**config.mk**
```make
export PLATFORM = sky130hd
export DESIGN_NAME = mac_4bit_seq_flat
export DESIGN_NICKNAME = d
export VERILOG_FILES = /design/src/rtl/mac_4bit_pkg.sv /design/src/rtl/mac_4bit_seq_if.sv /design/src/rtl/mac_4bit_seq_mult.sv /design/src/rtl/mac_4bit_seq.sv /design/src/flat_wrapper.sv
export SDC_FILE = /design/constraint.sdc
export NUM_CORES = 1
export LEC_CHECK = 0
export ABC_AREA = 1
export BUFFER_PORTS_ARGS = -buffer_cell sky130_fd_sc_hd__buf_4
export CORE_ASPECT_RATIO = 0.9
export CORE_UTILIZATION = 25
export DETAILED_ROUTE_END_ITERATION = 10
export MAX_ROUTING_LAYER = met4
export SYNTH_ARGS = -nofsm -noshare
export SYNTH_HDL_FRONTEND = slang
export SYNTH_SLANG_ARGS = --single-unit
```
**constraint.sdc**
```tcl
create_clock -name clk -period 2.8 [get_ports clk]
set_clock_uncertainty 0.1 [all_clocks]
set_input_delay 0.28 -clock clk [delete_from_list [all_inputs] [get_ports clk]]
set_output_delay 0.28 -clock clk [all_outputs]
set_load 0.03 [all_outputs]
```
**src/rtl/mac_4bit_pkg.sv**
```systemverilog
// Shared types and constants for the 4-bit multiply-accumulate stage.
package mac_4bit_pkg;

  typedef enum logic [1:0] {
    COLLECT = 2'd0,
    DRAIN   = 2'd1,
    HOLD    = 2'd2
  } state_t;

  localparam int unsigned N_TERMS_DEF = 4;
  localparam int unsigned ACC_W_DEF   = 12;

  // Bits needed to count 0 .. n-1.
  function automatic int unsigned clog2(input int unsigned n);
    int unsigned w;
    w = 0;
    while ((32'd1 << w) < n) w++;
    return w;
  endfunction

endpackage

```
**src/rtl/mac_4bit_seq_if.sv**
```systemverilog
// Operand-in / result-out handshake bundle for mac_4bit_seq.
interface mac_4bit_seq_if
  import mac_4bit_pkg::*;
#(
  parameter int unsigned ACC_W = ACC_W_DEF
) ();

  logic             in_valid;
  logic             in_ready;
  logic [3:0]       a;
  logic [3:0]       b;
  logic             out_valid;
  logic             out_ready;
  logic [ACC_W-1:0] acc_out;
  logic             overflow;

  modport master (
    output in_valid, a, b, out_ready,
    input  in_ready, out_valid, acc_out, overflow
  );

  modport slave (
    input  in_valid, a, b, out_ready,
    output in_ready, out_valid, acc_out, overflow
  );

endinterface

```
**src/rtl/mac_4bit_seq_mult.sv**
```systemverilog
// Combinational 4x4 unsigned multiplier feeding the MAC product register.
module multiplier_4_bit (
  input  logic [3:0] a,
  input  logic [3:0] b,
  output logic [7:0] p
);

  // Full 8-bit product, operands zero-extended first.
  always_comb begin
    p = {4'b0000, a} * {4'b0000, b};
  end

endmodule

```
**src/rtl/mac_4bit_seq.sv**
```systemverilog
// Sequential multiply-accumulate: sums every N_TERMS 4x4 products into one
// dot-product result, with valid/ready on both the operand and result sides.
module mac_4bit_seq
  import mac_4bit_pkg::*;
#(
  parameter int unsigned N_TERMS = N_TERMS_DEF,
  parameter int unsigned ACC_W   = ACC_W_DEF
) (
  input  logic               clk,
  input  logic               rst_n,
  input  logic               clr,
  mac_4bit_seq_if.slave      bus
);

  localparam int unsigned      CNT_W = clog2(N_TERMS);
  localparam logic [CNT_W-1:0] LAST  = CNT_W'(N_TERMS - 1);

  state_t           state, state_nx;
  logic [CNT_W-1:0] term_cnt;
  logic [7:0]       mult_p;
  logic [7:0]       prod_q;
  logic             prod_v;
  logic             prod_first;
  logic             prod_last;
  logic [ACC_W-1:0] acc;
  logic             ov;
  logic [ACC_W:0]   sum_ext;
  logic [ACC_W-1:0] acc_nx;
  logic             ov_nx;
  logic             accept;
  logic             in_ready_c;
  logic             out_valid_q;
  logic [ACC_W-1:0] acc_out_q;
  logic             overflow_q;

  multiplier_4_bit u_mult (
    .a (bus.a),
    .b (bus.b),
    .p (mult_p)
  );

  // Handshake decode: ready purely from state, clr blocks any accept.
  always_comb begin
    in_ready_c = (state == COLLECT);
    accept     = bus.in_valid && in_ready_c && !clr;
  end

  assign bus.in_ready  = in_ready_c;
  assign bus.out_valid = out_valid_q;
  assign bus.acc_out   = acc_out_q;
  assign bus.overflow  = overflow_q;

  // Next accumulator value; the final sum is also what lands in acc_out,
  // so it is formed combinationally and shared by both registers.
  always_comb begin
    sum_ext = {1'b0, acc} + (ACC_W + 1)'(prod_q);
    if (prod_first) begin
      acc_nx = ACC_W'(prod_q);
      ov_nx  = 1'b0;
    end else begin
      acc_nx = sum_ext[ACC_W-1:0];
      ov_nx  = ov | sum_ext[ACC_W];
    end
  end

  // State register.
  always_ff @(posedge clk or negedge rst_n) begin
    if (!rst_n) state <= COLLECT;
    else        state <= state_nx;
  end

  // Next-state logic; clr overrides every handshake.
  always_comb begin
    state_nx = state;
    if (clr) begin
      state_nx = COLLECT;
    end else begin
      unique case (state)
        COLLECT: if (accept && (term_cnt == LAST)) state_nx = DRAIN;
        DRAIN:   state_nx = HOLD;
        HOLD:    if (bus.out_ready) state_nx = COLLECT;
        default: state_nx = COLLECT;
      endcase
    end
  end

  // Term counter and product register.
  always_ff @(posedge clk or negedge rst_n) begin
    if (!rst_n) begin
      term_cnt   <= '0;
      prod_q     <= '0;
      prod_v     <= 1'b0;
      prod_first <= 1'b0;
      prod_last  <= 1'b0;
    end else begin
      prod_v <= accept;
      if (clr) begin
        term_cnt <= '0;
      end else if (accept) begin
        prod_q     <= mult_p;
        prod_first <= (term_cnt == '0);
        prod_last  <= (term_cnt == LAST);
        term_cnt   <= (term_cnt == LAST) ? '0 : term_cnt + 1'b1;
      end
    end
  end

  // Accumulator with sticky carry-out flag.
  always_ff @(posedge clk or negedge rst_n) begin
    if (!rst_n) begin
      acc <= '0;
      ov  <= 1'b0;
    end else if (prod_v && !clr) begin
      acc <= acc_nx;
      ov  <= ov_nx;
    end
  end

  // Result register: loads when the last product is folded in (the
  // DRAIN edge), released by out_ready in HOLD, dropped by clr.
  always_ff @(posedge clk or negedge rst_n) begin
    if (!rst_n) begin
      out_valid_q <= 1'b0;
      acc_out_q   <= '0;
      overflow_q  <= 1'b0;
    end else if (clr) begin
      out_valid_q <= 1'b0;
    end else if (prod_v && prod_last) begin
      out_valid_q <= 1'b1;
      acc_out_q   <= acc_nx;
      overflow_q  <= ov_nx;
    end else if ((state == HOLD) && bus.out_ready) begin
      out_valid_q <= 1'b0;
    end
  end

endmodule
```
**src/flat_wrapper.sv**
```systemverilog
// flat-port wrapper written by rule: the top's interface ports become plain ports
module mac_4bit_seq_flat import mac_4bit_pkg::*;
#(
  parameter int unsigned N_TERMS = N_TERMS_DEF,
  parameter int unsigned ACC_W   = ACC_W_DEF
)
  (clk, rst_n, clr, bus_in_valid, bus_a, bus_b, bus_out_ready, bus_in_ready, bus_out_valid, bus_acc_out, bus_overflow);
  mac_4bit_seq_if #(.ACC_W(ACC_W)) bus_i ();
  input  logic clk;
  input  logic rst_n;
  input  logic clr;
  input wire logic [$bits(bus_i.in_valid)-1:0] bus_in_valid;
  input wire logic [$bits(bus_i.a)-1:0] bus_a;
  input wire logic [$bits(bus_i.b)-1:0] bus_b;
  input wire logic [$bits(bus_i.out_ready)-1:0] bus_out_ready;
  output wire logic [$bits(bus_i.in_ready)-1:0] bus_in_ready;
  output wire logic [$bits(bus_i.out_valid)-1:0] bus_out_valid;
  output wire logic [$bits(bus_i.acc_out)-1:0] bus_acc_out;
  output wire logic [$bits(bus_i.overflow)-1:0] bus_overflow;
  assign bus_i.in_valid = bus_in_valid;
  assign bus_i.a = bus_a;
  assign bus_i.b = bus_b;
  assign bus_i.out_ready = bus_out_ready;
  assign bus_in_ready = bus_i.in_ready;
  assign bus_out_valid = bus_i.out_valid;
  assign bus_acc_out = bus_i.acc_out;
  assign bus_overflow = bus_i.overflow;
  mac_4bit_seq #(.N_TERMS(N_TERMS), .ACC_W(ACC_W)) u_core (.clk(clk), .rst_n(rst_n), .clr(clr), .bus(bus_i));
endmodule
```
== After elaboration in Yosys (flattened, before gate mapping) ==
Cells that the tools add are included.

* Input bits: 13
* Bits in registers: 42
* Output and inout bits: 15
* Word-level logic and storage cells: 47

* Multiplexer cells: 12
* Bitwise gates (word level): 2
* Multipliers: 1
* Equal/unequal tests: 5
* Add/subtract/negate cells: 2
* Reduce and logical (&&, ||, !) cells: 14

{| class="wikitable"
|+ Operators with widths
! cell !! number
|-
| $add A12 B8 Y13 || 1
|-
| $mux W12 || 1
|-
| $mux W2 || 6
|-
| $mul A4 B4 Y8 || 1
|-
| $logic_and A1 B1 Y1 || 6
|-
| $pmux W2 S3 || 1
|-
| $reduce_and A2 Y1 || 3
|-
| $eq A2 B2 Y1 const B || 2
|-
| $logic_not A2 Y1 || 2
|-
| $mux W1 || 4
|-
| $ne A3 B2 Y1 const B || 1
|-
| $ne A3 B3 Y1 const B || 1
|-
| $reduce_bool A3 Y1 || 1
|-
| $add A2 B1 Y2 const B || 1
|-
| $eq A2 B1 Y1 const B || 1
|-
| $reduce_bool A2 Y1 || 1
|-
| $logic_not A1 Y1 || 1
|-
| $not A1 Y1 || 1
|-
| $or A1 B1 Y1 || 1
|}

== Depth between registers and ports, before layout ==
Gate-level depths: netlist of the first run.

* Word-level depth: 7
* Depth in mapped cells: 11
* Depth with buffers taken out: 11

== Hierarchy ==
From an unflattened synthesis of the first run, not the netlist that was laid out.

* Cells, all modules: 372
* Area total of the unflattened synthesis: 2817.7 µm²

{| class="wikitable"
|+ Modules (own cells, without submodules)
! module !! area an instance (µm²) !! instances !! seq. area each (µm²) !! cells each
|-
| mac_4bit_seq || 2349.8 || 1 || 1051.0 || 302
|-
| multiplier_4_bit || 467.9 || 1 || 0.0 || 70
|}

== Worst setup path after synthesis of the first run ==
Ideal clock, no wire load.

* Kind: input to register
* Start: input port bus_a[0]
* End: register u_core.prod_q[6]
* Path buffers: 0
* Data required time: 2.576 ns
* Setup time: 0.124 ns
* Stages: 9
* Arrival: 2.228 ns
* Setup slack: 0.348 ns
* Cell sequence: nand2_1 -> fa_1 -> inv_1 -> fa_1 -> fa_1 -> nand3_1 -> nand2_1 -> xnor2_1 -> o21ai_1

* Word-level cells in the longest chain between the ends: 1

{| class="wikitable"
|+ Ends and longest elaborated chain
! item !! RTL line !! RTL
|-
| start: declaration || flat_wrapper.sv:13 || <nowiki>input wire logic [$bits(bus_i.a)-1:0] bus_a;</nowiki>
|-
| $mul A4 B4 Y8 || mac_4bit_seq_mult.sv:10 || <nowiki>p = {4'b0000, a} * {4'b0000, b};</nowiki>
|-
| end signal: assignment || mac_4bit_seq.sv:100 || <nowiki>prod_q <= mult_p;</nowiki>
|-
| end: declaration || mac_4bit_seq.sv:21 || <nowiki>logic [7:0] prod_q;</nowiki>
|}

Every way passes these cells.
A chain may end at the register's enable or synchronous reset.

== Worst setup path after layout of the first run ==
Ends and elaborated chain as after synthesis.

==> out/qor.csv, run 1 <==
metric,value,unit
Root Driver,clkbuf_16,
M3 GR Usage,0.0219,
TritonCTS buffer count,5,
RSZ-0062 raised after global routing,false,
Hold EP,u_core.state[1],
Worst Min Path Start,clr,
Max H-tree Level,2,
initial cell density of the core,0.258,
fin crit share,0.840,
largest net degree at the start of global routing,43,
crit path DAT,2.42,ns
Avg Vias per Cell,4.28,
r2r worst-path depth,10,
Post-Syn Area,2800,µm²
vias in the first global route,2352,
Post-synth EDFFs,0,
initial antenna violation count,0,
antenna-violating nets left,0,
TNS Setup,0,ns
total grt overflow,0,
core area,10900,µm²
maximum vdd drop,0.000300,V
GR Util All Layers,0.117,
Pleak,1.81,nW
Unique masters post-synth,33,
Skew-Pair Late Insertion Delay,0.29,ns
Longest Clk Path Bufs,2,
Max Cap Viol,0,
reg-to-reg startpoint,u_core.acc[0],
die area,11600,µm²
Synth Area in Simple Gates,0.325,
post-synthesis sequential area ratio,0.376,
area delta synth->final,17.9,%
NumNets Final,430,
HPWL after DPL,4610,µm
# diodes,0,
Post-Place Cell Area,3140,µm²
setup slack after placement,0.130,ns
Finish-stage setup viols,0,
first-pass GRT wire length,10500,µm
critical path endpoint category,register,
largest family of logic cells by synthesized area,simple AND/OR/NAND/NOR gates,
R2R setup slack,0.77,ns
DR vias,2324,
cell row count,36,
Clock transition at path regs,0.07,ns
fin util,0.304,
Synth Net Count,402,
mux contribution to synthesized area,0,
cts repair resizes,0,
layout cell share with drive strength beyond 1,0.161,
min-delay worst type,input port to register,
ys flop type,dfrtp_1,
Final Hold Fails,0,
xor and xnor fraction of the mapped netlist area,0.0125,
Mean Syn Cell Area,7.73,µm²
1st-iter DRT viols,114,
crit path launch type,input port,
Crit Path Max Fanout,4,
Slew @ Worst Pin,0.641,ns
Synth Area in Adders,0.134,
met1 Use GR,0.147,
Setup Crit Path Kind,input port to register,
status,"complete, no violations",
Die X,114,µm
Pre-Repair DR Iteration Count,4,
r2r endpoint,u_core.bus.acc_out[8],
Syn Inst Count,362,
Yosys warning total,0,
Post-Route WL,6000,µm
WP data required,2.87,ns
Final min period,2.35,ns
die height,102,µm
layer with the highest usage,met2,
fin worst setup slack,0.449,ns
Post-route DRC,0,
#FFs+latches synth,42,
GR Util met2,0.190,
worst hold stages,2,
DR WL/cell,11.1,µm
Ports,28,
pwr/cell area,707,nW/µm²
Fmax,0.425,GHz
compound-gate portion of the synthesized area,0.0716,
CTS sink count,42,
Buffers on Ports,27,
Synth async-reset ratio,1.00,
final RePlAce weighted congestion,0.906,
max-slew violations,0,
Slew Limit Headroom,0.572,
Final Cell Area,3300,µm²
clock tree from TritonCTS,built,
placed cells by master (no fill, tap or decap), types with 2 or more instances in the layout:
cell,synthesis,layout
nand2_1,134,134
inv_1,43,43
dfrtp_1,42,42
buf_4,3,27
nand3_1,24,24
ha_1,22,22
nor2_1,15,15
nand4_1,9,9
o21ai_0,8,8
nand3_2,5,5
o21ai_2,5,5
a31oi_1,5,5
fa_1,5,5
clkbuf_16,0,5
nor2_2,4,4
inv_2,4,4
nand2_2,4,4
o21ai_1,4,4
a21oi_1,4,4
nor2_4,3,3
o21bai_1,2,2
xnor2_1,2,2
xor2_1,2,2
per-stage QoR:
stage / hold WS (ns) / total power, mW / cells
after floorplan: -0.116 / 1.51 / 362
after global placement: 0.203 / 1.73 / 534
after detailed placement: 0.208 / 1.75 / 534
after CTS: 0.131 / 2.35 / 543
after global routing: 0.133 / 2.52 / 543
final: 0.131 / 2.33 / 543
cell type report:
class | instances | area, µm²
fillers | 1160 | 7560
multi-input cells | 266 | 1520
flip-flops and latches | 42 | 1050
repair buffers | 28 | 213
well taps | 152 | 190
inverters | 47 | 176
clock buffers | 5 | 125
clock inverters | 3 | 25.0
synth_stat cells, types with 4 or more instances:
master     n  area [µm²]
nand3_2    5        50.1
nand2_1  134         503
inv_2      4        15.0
inv_1     43         161
nand4_1    9        56.3
a31oi_1    5        31.3
ha_1      22         275
fa_1       5         100
nand3_1   24         120
nor2_1    15        56.3
nor2_2     4        25.0
a21oi_1    4        20.0
o21ai_1    4        20.0
nand2_2    4        25.0
o21ai_0    8        40.0
dfrtp_1   42        1050
o21ai_2    5        43.8
worst max path at each step:
stage / startpoint / endpoint / slack [ns] / cells after the start
CTS: bus_b[3] / u_core.prod_q[6] / 0.43 / 10
finish: bus_a[0] / u_core.prod_q[6] / 0.45 / 10
floorplan: bus_a[0] / u_core.prod_q[6] / 0.35 / 9
global route: bus_b[3] / u_core.prod_q[6] / 0.29 / 10
detailed placement: bus_b[3] / u_core.prod_q[6] / 0.13 / 10
global placement: bus_a[0] / u_core.prod_q[6] / 0.19 / 10
report_power, final:
part / leakage (nW) / internal [mW] / switching, mW / total (mW)
registers: 0.554 / 0.724 / 0.0859 / 0.810
logic: 1.18 / 0.346 / 0.587 / 0.933
clock network: 0.0704 / 0.335 / 0.254 / 0.589
flip-flops by register name, summed over array words and instances, names as in the netlist:
register	flops
u_core.bus.acc_out	12
u_core.prod_q	8
u_core.term_cnt	2
u_core.prod_v	1
u_core.prod_last	1
u_core.bus.out_valid	1
u_core.acc	12
u_core.state	2
u_core.ov	1
u_core.prod_first	1
u_core.bus.overflow	1
worst max-delay path: stages:
cell     delay (ns)
buf_4          0.10
nand2_1        0.07
fa_1           0.53
inv_1          0.05
fa_1           0.52
fa_1           0.48
nand3_1        0.10
nand2_1        0.07
xnor2_1        0.14
o21ai_1        0.07
layer usage:
layer | share of wire | routed length, µm
met5 | 0 | 0
met4 | 0.012 | 72
met3 | 0.035 | 209
met2 | 0.45 | 2670
met1 | 0.51 | 3050
timing repair:
item | 4_1_cts | 5_1_grt
endpoints found under the hold margin | 42 | 0
setup buffers | 0 | 0
hold buffers | 1 | 0
kinds of logic (layout without fill, tap and decap cells):
family	count (synthesis)	count (layout)
flops	42	42
xor+xnor	4	4
compound gates	32	32
buf+inv	54	83
fa+ha+maj	27	27
simple gates	203	203
No activity file was read; power rests on OpenSTA's default activity.
==> inputs of run 2 (changes only) <==
==> constraint.sdc (replaced) <==
create_clock -name clk -period 2.1 [get_ports clk]
set_clock_uncertainty 0.1 [all_clocks]
set_input_delay 0.21 -clock clk [delete_from_list [all_inputs] [get_ports clk]]
set_output_delay 0.21 -clock clk [all_outputs]
set_load 0.03 [all_outputs]
==> out/qor.csv, run 2 (synthesis results as in run 1) <==
metric,value,unit,change
status,"complete, no violations",,unchanged
r2r endpoint,u_core.ov,,was u_core.bus.acc_out[8]
core area,10900,µm²,unchanged
most frequent CP cell,fa_2,,was fa_1
critical path endpoint category,register,,unchanged
Max Cap Viol,0,,unchanged
Fmax,0.478,GHz,
worst hold stages,2,,unchanged
Die X,114,µm,unchanged
RSZ-0062 raised after global routing,true,,was false
Pleak,1.86,nW,was 1.81 nW
Post-route DRC,0,,unchanged
Post-Route WL,6020,µm,was 6000 µm
Avg Vias per Cell,4.25,,was 4.28
Max H-tree Level,2,,unchanged
die area,11600,µm²,unchanged
Crit Path Max Fanout,4,,unchanged
cell row count,36,,unchanged
NumNets Final,440,,was 430
total grt overflow,0,,unchanged
Slew Limit Headroom,0.634,,was 0.572
fin worst setup slack,0.00583,ns,was 0.449 ns
TritonCTS buffer count,5,,unchanged
Skew-Pair Late Insertion Delay,0.28,ns,was 0.29 ns
Longest Clk Path Bufs,2,,unchanged
max incr delay on CP,0.54,ns,was 0.53 ns
setup slack after placement,-0.364,ns,was 0.130 ns
initial antenna violation count,0,,unchanged
maximum vdd drop,0.000372,V,was 0.000300 V
area delta synth->final,24.3,%,was 17.9%
final RePlAce weighted congestion,0.852,,was 0.906
DR WL/cell,10.9,µm,was 11.1 µm
CTS sink count,42,,unchanged
first-pass GRT wire length,10600,µm,"was 10,500 µm"
Critical-path top delay cell,fa_1,,unchanged
crit path DAT,2.17,ns,was 2.42 ns
Finish-stage setup viols,0,,unchanged
Root Driver,clkbuf_16,,unchanged
Setup Crit Path Kind,input port to register,,unchanged
# Post-CTS Setup Buffers,0,,unchanged
fin crit share,0.997,,
Buffers on Ports,27,,unchanged
die height,102,µm,unchanged
Final Hold Fails,0,,unchanged
layout cell share with drive strength beyond 1,0.209,,was 0.161
Hold EP,u_core.state[1],,unchanged
antenna-violating nets left,0,,unchanged
Slew @ Worst Pin,0.550,ns,was 0.641 ns
reg-to-reg startpoint,u_core.acc[0],,unchanged
Pre-Repair DR Iteration Count,4,,unchanged
Post-Place Cell Area,3270,µm²,was 3140 µm²
Worst Min Path Start,clr,,unchanged
min-delay worst type,input port to register,,unchanged
WP data required,2.17,ns,was 2.87 ns
Final Cell Area,3480,µm²,was 3300 µm²
Final min period,2.09,ns,
# diodes,0,,unchanged
vias in the first global route,2309,,"was 2,352"
Critical Path Start,bus_b[1],,was bus_a[0]
pwr/cell area,908,nW/µm²,was 707 nW/µm²
placed instance count,544,,was 534
r2r worst-path depth,11,,was 10
Ports,28,,unchanged
Finished Layout Cells,553,,was 543
DR vias,2353,,"was 2,324"
GR Util All Layers,0.117,,about the same
1st-iter DRT viols,148,,was 114
most frequent cells in the layout,"nand2_1, inv_1, dfrtp_1",,unchanged
initial cell density of the core,0.258,,unchanged
"commonest non-fill, non-tap cell in the layout",nand2_1,,unchanged
clock tree from TritonCTS,built,,unchanged
HPWL after DPL,4650,µm,was 4610 µm
R2R setup slack,0.21,ns,was 0.77 ns
Clock transition at path regs,0.07,ns,about the same
largest net degree at the start of global routing,43,,unchanged
CP cell instances,buf_12 > nand2_8 > fa_1 > inv_1 > fa_2 > fa_2 > nand3_2 > nand2_2 > xnor2_2 > o21ai_1,,was buf_4 > nand2_1 > fa_1 > inv_1 > fa_1 > fa_1 > nand3_1 > nand2_1 > xnor2_1 > o21ai_1
max-slew violations,0,,unchanged
crit path launch type,input port,,unchanged
-- run 2: worst max-delay path by stage --
stage | end | cells past startpoint
floorplan | u_core.prod_q[6] | 9
global placement | u_core.prod_q[5] | 10
detailed placement | u_core.prod_q[6] | 10
CTS | u_core.prod_q[6] | 10
global route | u_core.prod_q[6] | 10
finish | u_core.prod_q[6] | 10
-- run 2: layout make-up --
type	instances	area, µm²
inverters	47	176
well taps	152	190
clock inverters	3	25.0
flip-flops and latches	42	1050
clock buffers	5	125
multi-input cells	266	1600
fillers	1173	7380
repair buffers	38	313
-- run 2: critical path: cells and delay by family --
kind                       cells  cell delay, ns
buffers and inverters          2            0.15
and+or+nand+nor                3            0.19
adders and majority gates      3            1.39
xor gates and xnor gates       1            0.16
AOI/OAI and AO/OA              1            0.08
-- run 2: power breakdown --
part / switching (mW) / total (mW) / internal (mW)
Combinational: 0.782 / 1.29 / 0.510
Sequential: 0.118 / 1.08 / 0.966
Clock: 0.335 / 0.782 / 0.447
-- run 2: routing by layer --
layer  vias to the layer above  routed length (µm)  global-route usage
li1                       1233                   -                   -
met1                      1083                2950               0.149
met2                        33                2840               0.195
met3                         4                 202              0.0231
met4                         0                  26              0.0213
met5                         -                   0                   -
-- run 2: repair_timing --
item | 4_1_cts | 5_1_grt
setup endpoints to repair | 2 | 5
hold buffers | 1 | 0
pin swaps | 1 | 5
resized for setup | 7 | 4
hold endpoints to repair | 42 | 0
-- run 2: through the flow --
| stage | hold slack [ns] | total power [mW] | utilization | setup TNS (ns) |
|---|---|---|---|---|
| final | 0.0599 | 3.16 | 0.320 | 0 |
| after global routing | 0.0604 | 3.43 | 0.320 | -0.102 |
| after CTS | 0.0501 | 3.20 | 0.318 | -0.00200 |
| after detailed placement | 0.138 | 2.38 | 0.301 | -1.44 |
| after global placement | 0.130 | 2.35 | 0.301 | -1.17 |
| after floorplan | -0.186 | 2.03 | - | -0.194 |
==> inputs of run 3 (changes only) <==
--- a/config.mk
+++ b/config.mk
@@ -6,10 +6,11 @@
 export NUM_CORES = 1
 export LEC_CHECK = 0
 export ABC_AREA = 1
-export BUFFER_PORTS_ARGS = -buffer_cell sky130_fd_sc_hd__buf_4
 export CORE_ASPECT_RATIO = 0.9
 export CORE_UTILIZATION = 25
 export DETAILED_ROUTE_END_ITERATION = 10
+export DONT_BUFFER_PORTS = 1
+export HOLD_SLACK_MARGIN = 0.02
 export MAX_ROUTING_LAYER = met4
 export SYNTH_ARGS = -nofsm -noshare
 export SYNTH_HDL_FRONTEND = slang
==> out/qor.csv, run 3 (synthesis results as in run 1) <==
metric,value,unit,change
status,"complete, no violations",,unchanged
Pre-Repair DR Iteration Count,4,,unchanged
Die X,114,µm,unchanged
Max H-tree Level,2,,unchanged
DR vias,2259,,"was 2,353"
Post-route DRC,0,,unchanged
layout cell share with drive strength beyond 1,0.132,,was 0.209
Crit Path Max Fanout,4,,unchanged
Skew-Pair Late Insertion Delay,0.28,ns,about the same
total grt overflow,0,,unchanged
crit path DAT,2.05,ns,was 2.17 ns
core area,10900,µm²,unchanged
HPWL after DPL,4610,µm,was 4650 µm
Final Hold Fails,0,,unchanged
pwr/cell area,942,nW/µm²,was 908 nW/µm²
initial antenna violation count,0,,unchanged
RSZ-0062 raised after global routing,false,,was true
most frequent cells in the layout,"nand2_1, inv_1, dfrtp_1",,unchanged
Final min period,1.98,ns,was 2.09 ns
1st-iter DRT viols,100,,was 148
R2R setup slack,0.18,ns,was 0.21 ns
Max Cap Viol,0,,unchanged
reg-to-reg startpoint,u_core.acc[0],,unchanged
# Post-CTS Setup Buffers,0,,unchanged
min-delay worst type,input port to register,,unchanged
first-pass GRT wire length,10000,µm,"was 10,600 µm"
Fmax,0.504,GHz,was 0.478 GHz
Slew Limit Headroom,0.759,,was 0.634
antenna-violating nets left,0,,unchanged
fin util,0.297,,was 0.320
NumNets Final,411,,was 440
critical path endpoint category,register,,unchanged
Slew @ Worst Pin,0.362,ns,was 0.550 ns
Buffers on Ports,0,,was 27
die area,11600,µm²,unchanged
"commonest non-fill, non-tap cell in the layout",nand2_1,,unchanged
fin crit share,0.944,,was 0.997
Post-Route WL,5900,µm,was 6020 µm
r2r endpoint,u_core.ov,,unchanged
crit path launch type,input port,,unchanged
Finish-stage setup viols,0,,unchanged
TritonCTS buffer count,5,,unchanged
area delta synth->final,15.4,%,was 24.3%
GR Util All Layers,0.112,,was 0.117
max-slew violations,0,,unchanged
final RePlAce weighted congestion,0.847,,was 0.852
r2r worst-path depth,11,,unchanged
Avg Vias per Cell,4.31,,was 4.25
Root Driver,clkbuf_16,,unchanged
critical path endpoint,u_core.prod_q[5],,was u_core.prod_q[6]
# diodes,0,,unchanged
Clock transition at path regs,0.06,ns,was 0.07 ns
Pleak,1.71,nW,was 1.86 nW
Ports,28,,unchanged
clock tree from TritonCTS,built,,unchanged
vias in the first global route,2228,,"was 2,309"
initial cell density of the core,0.258,,unchanged
CTS sink count,42,,unchanged
WP data required,2.17,ns,about the same
DR WL/cell,11.3,µm,was 10.9 µm
cell row count,36,,unchanged
maximum vdd drop,0.000349,V,was 0.000372 V
Setup Crit Path Kind,input port to register,,unchanged
die height,102,µm,unchanged
Longest Clk Path Bufs,2,,unchanged
Worst Min Path Start,bus_a[0],,was clr
Final Total Pwr,3.04,mW,was 3.16 mW
largest net degree at the start of global routing,43,,unchanged
Critical Path Start,bus_a[2],,was bus_b[1]
run 3: worst max-delay path: stages:
cell and delay (ns):
nand2_8 0.03, fa_1 0.52, inv_1 0.05, fa_2 0.47
ha_4 0.18, a21o_1 0.16, a31oi_1 0.19, xor2_1 0.17
o21ai_1 0.07
run 3: layout make-up:
cell class,instances,area (µm²)
timing repair buffer,9,87.6
fill,1161,7630
sequential,42,1050
inverter,47,176
multi-input combinational,266,1570
clock inverter,3,25.0
clock buffer,5,125
tap,152,190
run 3: where the power goes:
part	switching, mW	internal [mW]
combinational	0.660	0.419
clock	0.327	0.446
sequential	0.224	0.965
run 3: what timing repair did:
item                                    CTS  global route
endpoints found under the hold margin    45             0
hold buffers                              4             0
resized for setup                         0             1
endpoints found under the setup margin    0             3
run 3: worst min path at each step:
stage	to	slack [ns]	cells after the start
floorplan	u_core.acc[0]	-0.19	0
global placement	u_core.bus.acc_out[7]	-0.18	0
detailed placement	u_core.bus.acc_out[7]	-0.18	0
CTS	u_core.prod_q[0]	0.03	2
global route	u_core.prod_q[0]	0.04	2
finish	u_core.prod_q[0]	0.03	2
run 3: layer usage:
layer,part of all wire,global-route usage,vias to the layer above
li1,-,-,1175
met1,0.49,0.138,1041
met2,0.46,0.184,38
met3,0.039,0.0279,5
met4,0.0064,0.0243,0
met5,0,-,-
run 3: through the flow:
| stage | setup WS, ns | TNS, ns | area (µm²) | hold slack [ns] | std cells |
|---|---|---|---|---|---|
| after floorplan | -0.0749 | -0.194 | 2850 | -0.186 | 362 |
| after global placement | -0.125 | -0.452 | 3030 | -0.184 | 512 |
| after detailed placement | -0.194 | -0.639 | 3030 | -0.184 | 512 |
| after CTS | 0.106 | 0 | 3230 | 0.0282 | 524 |
| after global routing | 0.00470 | 0 | 3230 | 0.0443 | 524 |
| final | 0.117 | 0 | 3230 | 0.0315 | 524 |
